==> config.mk <==
export PLATFORM = sky130hd
export DESIGN_NAME = speed_sched
export DESIGN_NICKNAME = d
export VERILOG_FILES = /design/src/rtl/speed_sched_pkg.sv /design/src/rtl/speed_sched_rr_pick.sv /design/src/rtl/speed_sched.sv
export SDC_FILE = /design/constraint.sdc
export NUM_CORES = 1
export LEC_CHECK = 0
export ABC_AREA = 1
export CORE_MARGIN = 5
export CORE_UTILIZATION = 25
export DETAILED_ROUTE_END_ITERATION = 10
export DONT_BUFFER_PORTS = 1
export SLEW_MARGIN = 20
export SYNTH_ARGS = -nofsm -noshare
export SYNTH_HDL_FRONTEND = slang
export SYNTH_SLANG_ARGS = --single-unit
==> constraint.sdc <==
create_clock -name sys_clk -period 2.8 [get_ports sys_clk]
set_input_delay 0.56 -clock sys_clk [delete_from_list [all_inputs] [get_ports sys_clk]]
set_output_delay 0.56 -clock sys_clk [all_outputs]
set_load 0.01 [all_outputs]
==> src/rtl/speed_sched_pkg.sv <==
`default_nettype none
// ============================================================================
// Module   : speed_sched_pkg
// Brief    : Shared types and constants for the round-robin rate scheduler.
// Revision : 1.0
// ============================================================================
package speed_sched_pkg;

  typedef enum logic [1:0] {
    ST_IDLE    = 2'd0,
    ST_GUARD   = 2'd1,
    ST_MEASURE = 2'd2,
    ST_REPORT  = 2'd3
  } sched_st_t;

  localparam int MBPS_SHIFT = 20;

  function automatic int clog2(input int n);
    int r;
    r = 0;
    while ((1 << r) < n) r++;
    return r;
  endfunction

endpackage
`default_nettype wire

==> src/rtl/speed_sched_rr_pick.sv <==
`default_nettype none
// ============================================================================
// Module   : rr_pick
// Brief    : First set mask bit at or above ptr, searching with wrap.
// Revision : 1.0
// ============================================================================
module rr_pick #(
  parameter int NCH  = 4,
  parameter int CH_W = 2
) (
  input  logic [NCH-1:0]  ch_mask,
  input  logic [CH_W-1:0] ptr,
  output logic [CH_W-1:0] pick,
  output logic            any
);

  logic [CH_W-1:0] w_idx;

  // Walk offsets from farthest to nearest so the closest hit wins.
  always_comb begin
    pick  = '0;
    w_idx = '0;
    any   = |ch_mask;
    for (int i = NCH - 1; i >= 0; i--) begin
      w_idx = CH_W'((int'(ptr) + i) % NCH);
      if (ch_mask[w_idx]) pick = w_idx;
    end
  end

endmodule
`default_nettype wire

==> src/rtl/speed_sched.sv <==
`default_nettype none
// ============================================================================
// Module   : speed_sched
// Brief    : Round-robin byte-rate measurement over NCH channels sharing one
//            saturating accumulator; results leave on a valid/ready port.
// Revision : 1.0
// ============================================================================
module speed_sched
  import speed_sched_pkg::*;
#(
  parameter int NCH       = 4,
  parameter int NBytes    = 4,
  parameter int STS_W     = 48,
  parameter int WIN_CYC   = 100000000,
  parameter int GUARD_CYC = 4,
  localparam int CH_W     = (clog2(NCH) > 1) ? clog2(NCH) : 1
) (
  input  logic             sys_clk,
  input  logic             sys_rst_n,
  input  logic             enable,
  input  logic [NCH-1:0]   ch_mask,
  input  logic [NCH-1:0]   ch_en,
  output logic             res_valid,
  input  logic             res_ready,
  output logic [CH_W-1:0]  res_ch,
  output logic [STS_W-1:0] res_bps,
  output logic [STS_W-1:0] res_mbps,
  output logic             res_ovf,
  output logic             busy
);

  sched_st_t        r_state;
  sched_st_t        w_state_nxt;
  logic [CH_W-1:0]  r_ptr;
  logic [CH_W-1:0]  r_cur_ch;
  logic [STS_W-1:0] r_acc;
  logic             r_ovf;
  logic [31:0]      r_guard_cnt;
  logic [31:0]      r_win_cnt;
  logic [CH_W-1:0]  r_res_ch;
  logic [STS_W-1:0] r_res_bps;
  logic [STS_W-1:0] r_res_mbps;
  logic             r_res_ovf;

  logic [CH_W-1:0]  w_ptr_nxt;
  logic [CH_W-1:0]  w_pick_ptr;
  logic [CH_W-1:0]  w_pick;
  logic             w_any;
  logic             w_accept;
  logic             w_start;
  logic             w_guard_done;
  logic             w_win_done;
  logic [STS_W:0]   w_sum;
  logic [STS_W-1:0] w_acc_nxt;
  logic             w_ovf_nxt;

  localparam sched_st_t c_first_st = (GUARD_CYC == 0) ? ST_MEASURE : ST_GUARD;

  assign w_accept     = (r_state == ST_REPORT) && res_ready;
  assign w_ptr_nxt    = (r_res_ch == CH_W'(NCH - 1)) ? '0 : r_res_ch + CH_W'(1);
  // On acceptance the pick must already see the advanced pointer.
  assign w_pick_ptr   = w_accept ? w_ptr_nxt : r_ptr;
  assign w_start      = enable && w_any && ((r_state == ST_IDLE) || w_accept);
  assign w_guard_done = (r_guard_cnt == 32'(GUARD_CYC - 1));
  assign w_win_done   = (r_state == ST_MEASURE) && enable &&
                        (r_win_cnt == 32'(WIN_CYC - 1));

  rr_pick #(
    .NCH  (NCH),
    .CH_W (CH_W)
  ) u_rr_pick (
    .ch_mask (ch_mask),
    .ptr     (w_pick_ptr),
    .pick    (w_pick),
    .any     (w_any)
  );

  always_comb begin
    w_sum     = {1'b0, r_acc} + (STS_W + 1)'(NBytes);
    w_acc_nxt = r_acc;
    w_ovf_nxt = r_ovf;
    if (ch_en[r_cur_ch]) begin
      if (w_sum[STS_W]) begin
        w_acc_nxt = '1;
        w_ovf_nxt = 1'b1;
      end else begin
        w_acc_nxt = w_sum[STS_W-1:0];
      end
    end
  end

  always_comb begin
    w_state_nxt = r_state;
    case (r_state)
      ST_IDLE:    if (w_start) w_state_nxt = c_first_st;
      ST_GUARD:   if (!enable) w_state_nxt = ST_IDLE;
                  else if (w_guard_done) w_state_nxt = ST_MEASURE;
      ST_MEASURE: if (!enable) w_state_nxt = ST_IDLE;
                  else if (w_win_done) w_state_nxt = ST_REPORT;
      ST_REPORT:  if (w_accept) w_state_nxt = w_start ? c_first_st : ST_IDLE;
      default:    w_state_nxt = ST_IDLE;
    endcase
  end

  always_ff @(posedge sys_clk or negedge sys_rst_n) begin
    if (!sys_rst_n) begin
      r_state     <= ST_IDLE;
      r_ptr       <= '0;
      r_cur_ch    <= '0;
      r_acc       <= '0;
      r_ovf       <= 1'b0;
      r_guard_cnt <= '0;
      r_win_cnt   <= '0;
      r_res_ch    <= '0;
      r_res_bps   <= '0;
      r_res_mbps  <= '0;
      r_res_ovf   <= 1'b0;
    end else begin
      r_state <= w_state_nxt;
      if (w_start) begin
        r_cur_ch    <= w_pick;
        r_acc       <= '0;
        r_ovf       <= 1'b0;
        r_guard_cnt <= '0;
        r_win_cnt   <= '0;
      end else if (r_state == ST_GUARD) begin
        r_guard_cnt <= r_guard_cnt + 32'd1;
      end else if (r_state == ST_MEASURE) begin
        r_win_cnt <= r_win_cnt + 32'd1;
        r_acc     <= w_acc_nxt;
        r_ovf     <= w_ovf_nxt;
      end
      if (w_win_done) begin
        r_res_ch   <= r_cur_ch;
        r_res_bps  <= w_acc_nxt;
        r_res_mbps <= w_acc_nxt >> MBPS_SHIFT;
        r_res_ovf  <= w_ovf_nxt;
      end
      if (w_accept) r_ptr <= w_ptr_nxt;
    end
  end

  assign res_valid = (r_state == ST_REPORT);
  assign busy      = (r_state != ST_IDLE);
  assign res_ch    = r_res_ch;
  assign res_bps   = r_res_bps;
  assign res_mbps  = r_res_mbps;
  assign res_ovf   = r_res_ovf;

endmodule
`default_nettype wire

==> out/summary.log <==
qor: timing.rsz0062_at_grt no
qor: power.switching_share 36.5%
qor: power.power.share.sequential 39.7%
qor: floorplan.die_x 220 um
qor: timing.max-slew-margin-rel 40.9%
qor: grt.number_of_global_route_vias_before_repair 9,827
qor: floorplan.floorplan.initialDensity 25.4%
qor: timing.slew_viol_final 0
qor: logic_synthesis.synth.top_cells.by_count 590 x nand2_1, 170 x dfrtp_1, 148 x inv_1
qor: floorplan.rows 76
qor: min_path.worst_hold_class input pin to async pin
qor: clock_tree.worst_skew_pair.late_latency 0.45 ns
qor: worst_setup_path.worst_setup_path_start_kind flip-flop
qor: timing.max_freq 406 MHz
qor: detailed_routing.detailed_route_vias_per_instance 4.68
qor: floorplan.fp.coreArea 43,300 sq um
qor: power.power.leakage 5.30 nW
qor: clock_tree.clock_path_buffers 2
qor: detailed_routing.drt_first_pass_iters 5
qor: timing.setup_total_negative_slack 0 ns
qor: worst_setup_path.path_class flip-flop to flip-flop
qor: timing.finalHoldViolations 170
qor: detailed_routing.detail_route.iter0.violations 746
qor: logic_synthesis.yosys.area.top_type dfrtp_1
qor: grt.global_route.overflow_total 0
qor: detailed_routing.detailroute.via_count 10,100
qor: power.power_switching 0.00250 W
qor: logic_synthesis.yosysUniqueCellTypes 48
qor: worst_setup_path.required 3.18 ns
qor: timing.finalWorstPathRequiredPeriod 2.46 ns
qor: worst_setup_path.cp-end-kind flip-flop
qor: power.totalPowerFinal 0.00683 W
qor: cells_and_area.area_delta_synth_final 7.98%
qor: logic_synthesis.synth-edff-count 0
qor: logic_synthesis.synthesis.instances 1,603
qor: run.drv_cap 0
qor: detailed_routing.route.antenna.remaining_nets 0
qor: logic_synthesis.yosysMostFrequentCell nand2_1
qor: outcome.violations_in_the_final_reports negative hold slack
qor: grt.grt_pass1_wl 53,500 um
qor: placement.buffer_ports.inserted 0
qor: outcome.status complete, but fails checks
qor: clock_tree.cts_made_buffers 17
qor: logic_synthesis.ys.warnings.count 0
qor: placement.last_weighted_congestion_value_of_the_routability_driven_placer 0.911
qor: logic_synthesis.synth-async-reset-ratio 100%
qor: power.share_clk_of_total_power 35.9%
qor: cells_and_area.drive_above_1_share 6.53%
qor: timing.final_min_period_over_clock_period 88.0%
qor: cells_and_area.fin_nets 1,581
qor: placement.place_hpwl 24,500 um
qor: cells_and_area.antennaDiodeCount 0
qor: clock_tree.clock-root-buffer clkbuf_16
qor: timing.worst_clock_skew 0.0125 ns
qor: timing.setup-violations-final 0
qor: logic_synthesis.yosys_register_bits 170
qor: logic_synthesis.syn-cell-area 11,000 sq um
qor: grt.grt_antenna_before_repair 0
qor: power.internal_power 0.00434 W
qor: power.worst_ir_drop_vdd 337 uV
qor: grt.globalRouteTotalUtil 13.9%
qor: floorplan.die_area 48,200 sq um
qor: logic_synthesis.synth.avg_cell_area 6.85 sq um
qor: detailed_routing.detail_route.wirelength 33,300 um
qor: floorplan.boundaryPins 113
qor: grt.grt_max_degree 171
qor: timing.hold_ws -0.199 ns
qor: logic_synthesis.synth.top_cells.by_area dfrtp_1 39%, nand2_1 20%, nand3_1 5.3%, inv_1 5.1%, nor2_1 4.7%
qor: power.combinational_cell_fraction_of_total_power 24.4%
qor: clock_tree.cts_max_level 4
qor: clock_tree.clkSlewWorstSetupHoldPaths 0.07 ns
qor: logic_synthesis.post-synth-top-area-fraction 38.8%
qor: detailed_routing.drc 0
qor: worst_setup_path.cp_data_arrival_time 2.84 ns
qor: logic_synthesis.synth_sequential_area_ratio 38.8%
qor: timing.max_slew.worst_pin.slew 0.887 ns
qor: floorplan.dieHeight 220 um
qor: clock_tree.cts_tree yes
qor: worst_setup_path.cp_max_fo 23
qor: power.pwr_density_cell 576 nW/um^2
qor: logic_synthesis.yosys_most_used_dff dfrtp_1
qor: clock_tree.cts.sink_count 170
qor: detailed_routing.avgRoutedWirePerCell 15.4 um
-- state kept, by name (all words and copies together), names as in the netlist --
name / cells
r_acc: 48
r_cur_ch: 2
r_guard_cnt: 32
r_ovf: 1
r_ptr: 2
r_state: 2
r_win_cnt: 32
res_bps: 48
res_ch: 2
res_ovf: 1
-- cell families (layout without fill, tap and decap cells) --
family	count (synthesis)	after routing	share of synthesized area, %
AOI/OAI and AO/OA	135	135	6.86
xor gates and xnor gates	25	25	1.99
adders and majority gates	4	4	0.456
buffers and inverters	248	203	11.1
DFF	170	170	38.8
other	1	20	0.0342
and+or+nand+nor	1020	1020	40.8
-- power groups by stage --
| stage | combinational (W) | sequential, W | clock, W |
|---|---|---|---|
| 2_1_floorplan | 0.00127 | 0.00269 | 0 |
| 4_1_cts | 0.00167 | 0.00271 | 0.00252 |
| 3_3_place_gp | 0.00164 | 0.00275 | 0 |
| 3_5_place_dp | 0.00167 | 0.00275 | 0 |
| 5_1_grt | 0.00187 | 0.00272 | 0.00261 |
| 6_report | 0.00167 | 0.00271 | 0.00245 |
-- cells in the final DEF (no fill, tap or decap), types with 6 or more instances in the layout --
cell type | synthesis | final
nand2_1 | 590 | 590
dfrtp_1 | 170 | 170
inv_1 | 148 | 148
nor2_1 | 138 | 138
nand3_1 | 116 | 116
o21ai_0 | 86 | 86
nand4_1 | 66 | 66
nor3_1 | 54 | 54
xor2_1 | 22 | 22
a21oi_1 | 21 | 21
conb_1 | 1 | 20
clkbuf_16 | 0 | 17
buf_4 | 54 | 14
or2_2 | 12 | 12
inv_2 | 9 | 9
nor4_1 | 9 | 9
o21ai_2 | 6 | 6
o31ai_1 | 6 | 6
-- worst max-delay path: stages, from the launching register on --
cell and delay, ns:
dfrtp_1 0.41, ha_1 0.27, nand3_1 0.15, nor2_2 0.15
nand2_1 0.10, nor2_4 0.21, nand4_4 0.13, nor2_4 0.21
inv_2 0.25, buf_4 0.24, nand3_1 0.11, nand2_1 0.06
o21ai_1 0.10
-- path summary, 6_finish.rpt --
path                                 from  slack (ns)  depth (start not counted)        endpoint
worst max-delay path             r_acc[2]        0.34                         12       r_acc[30]
worst min-delay path            sys_rst_n       -0.20                          0     res_bps[22]
worst max register to register   r_acc[2]        0.34                         12       r_acc[30]
worst min register to register  r_acc[27]        0.53                          2       r_acc[27]
max in group asynchronous       sys_rst_n        2.64                          0  r_guard_cnt[3]
min in group sys_clk            res_ready        0.36                          2      r_state[1]
-- final cells by class --
| type | instances | area (sq um) |
|---|---|---|
| well taps | 585 | 732 |
| multi-input cells | 1204 | 5570 |
| clock inverters | 11 | 135 |
| inverters | 158 | 596 |
| repair buffers | 14 | 105 |
| clock buffers | 20 | 457 |
| fillers | 4797 | 31400 |
| flip-flops and latches | 170 | 4250 |
-- stage by stage --
stage / cells / utilization (%) / setup WS, ns / hold slack (ns) / instance area [sq um]
6_report: 2162 / 27.4 / 0.336 / -0.199 / 11900
5_1_grt: 2162 / 27.4 / 0.0725 / -0.229 / 11900
4_1_cts: 2162 / 27.4 / 0.290 / -0.220 / 11900
3_5_place_dp: 2131 / 26.0 / 0.287 / 0.273 / 11300
3_3_place_gp: 2131 / 26.0 / 0.342 / 0.273 / 11300
2_1_floorplan: 1622 / - / 0.959 / 0.264 / 11000
-- what timing repair did --
action / CTS / global route
endpoints found under the hold margin: 170 / 170
gates resized for setup: 0 / 0
endpoints found under the setup margin: 0 / 0
setup buffers: 0 / 0
-- metal layers --
layer  global-route usage, %  routed length [um]
met1                    17.7               14400
met2                    23.7               16500
met3                    3.35                1950
met4                    3.41                 493
met5                       0                   0
(Power assumes the default switching activity.)
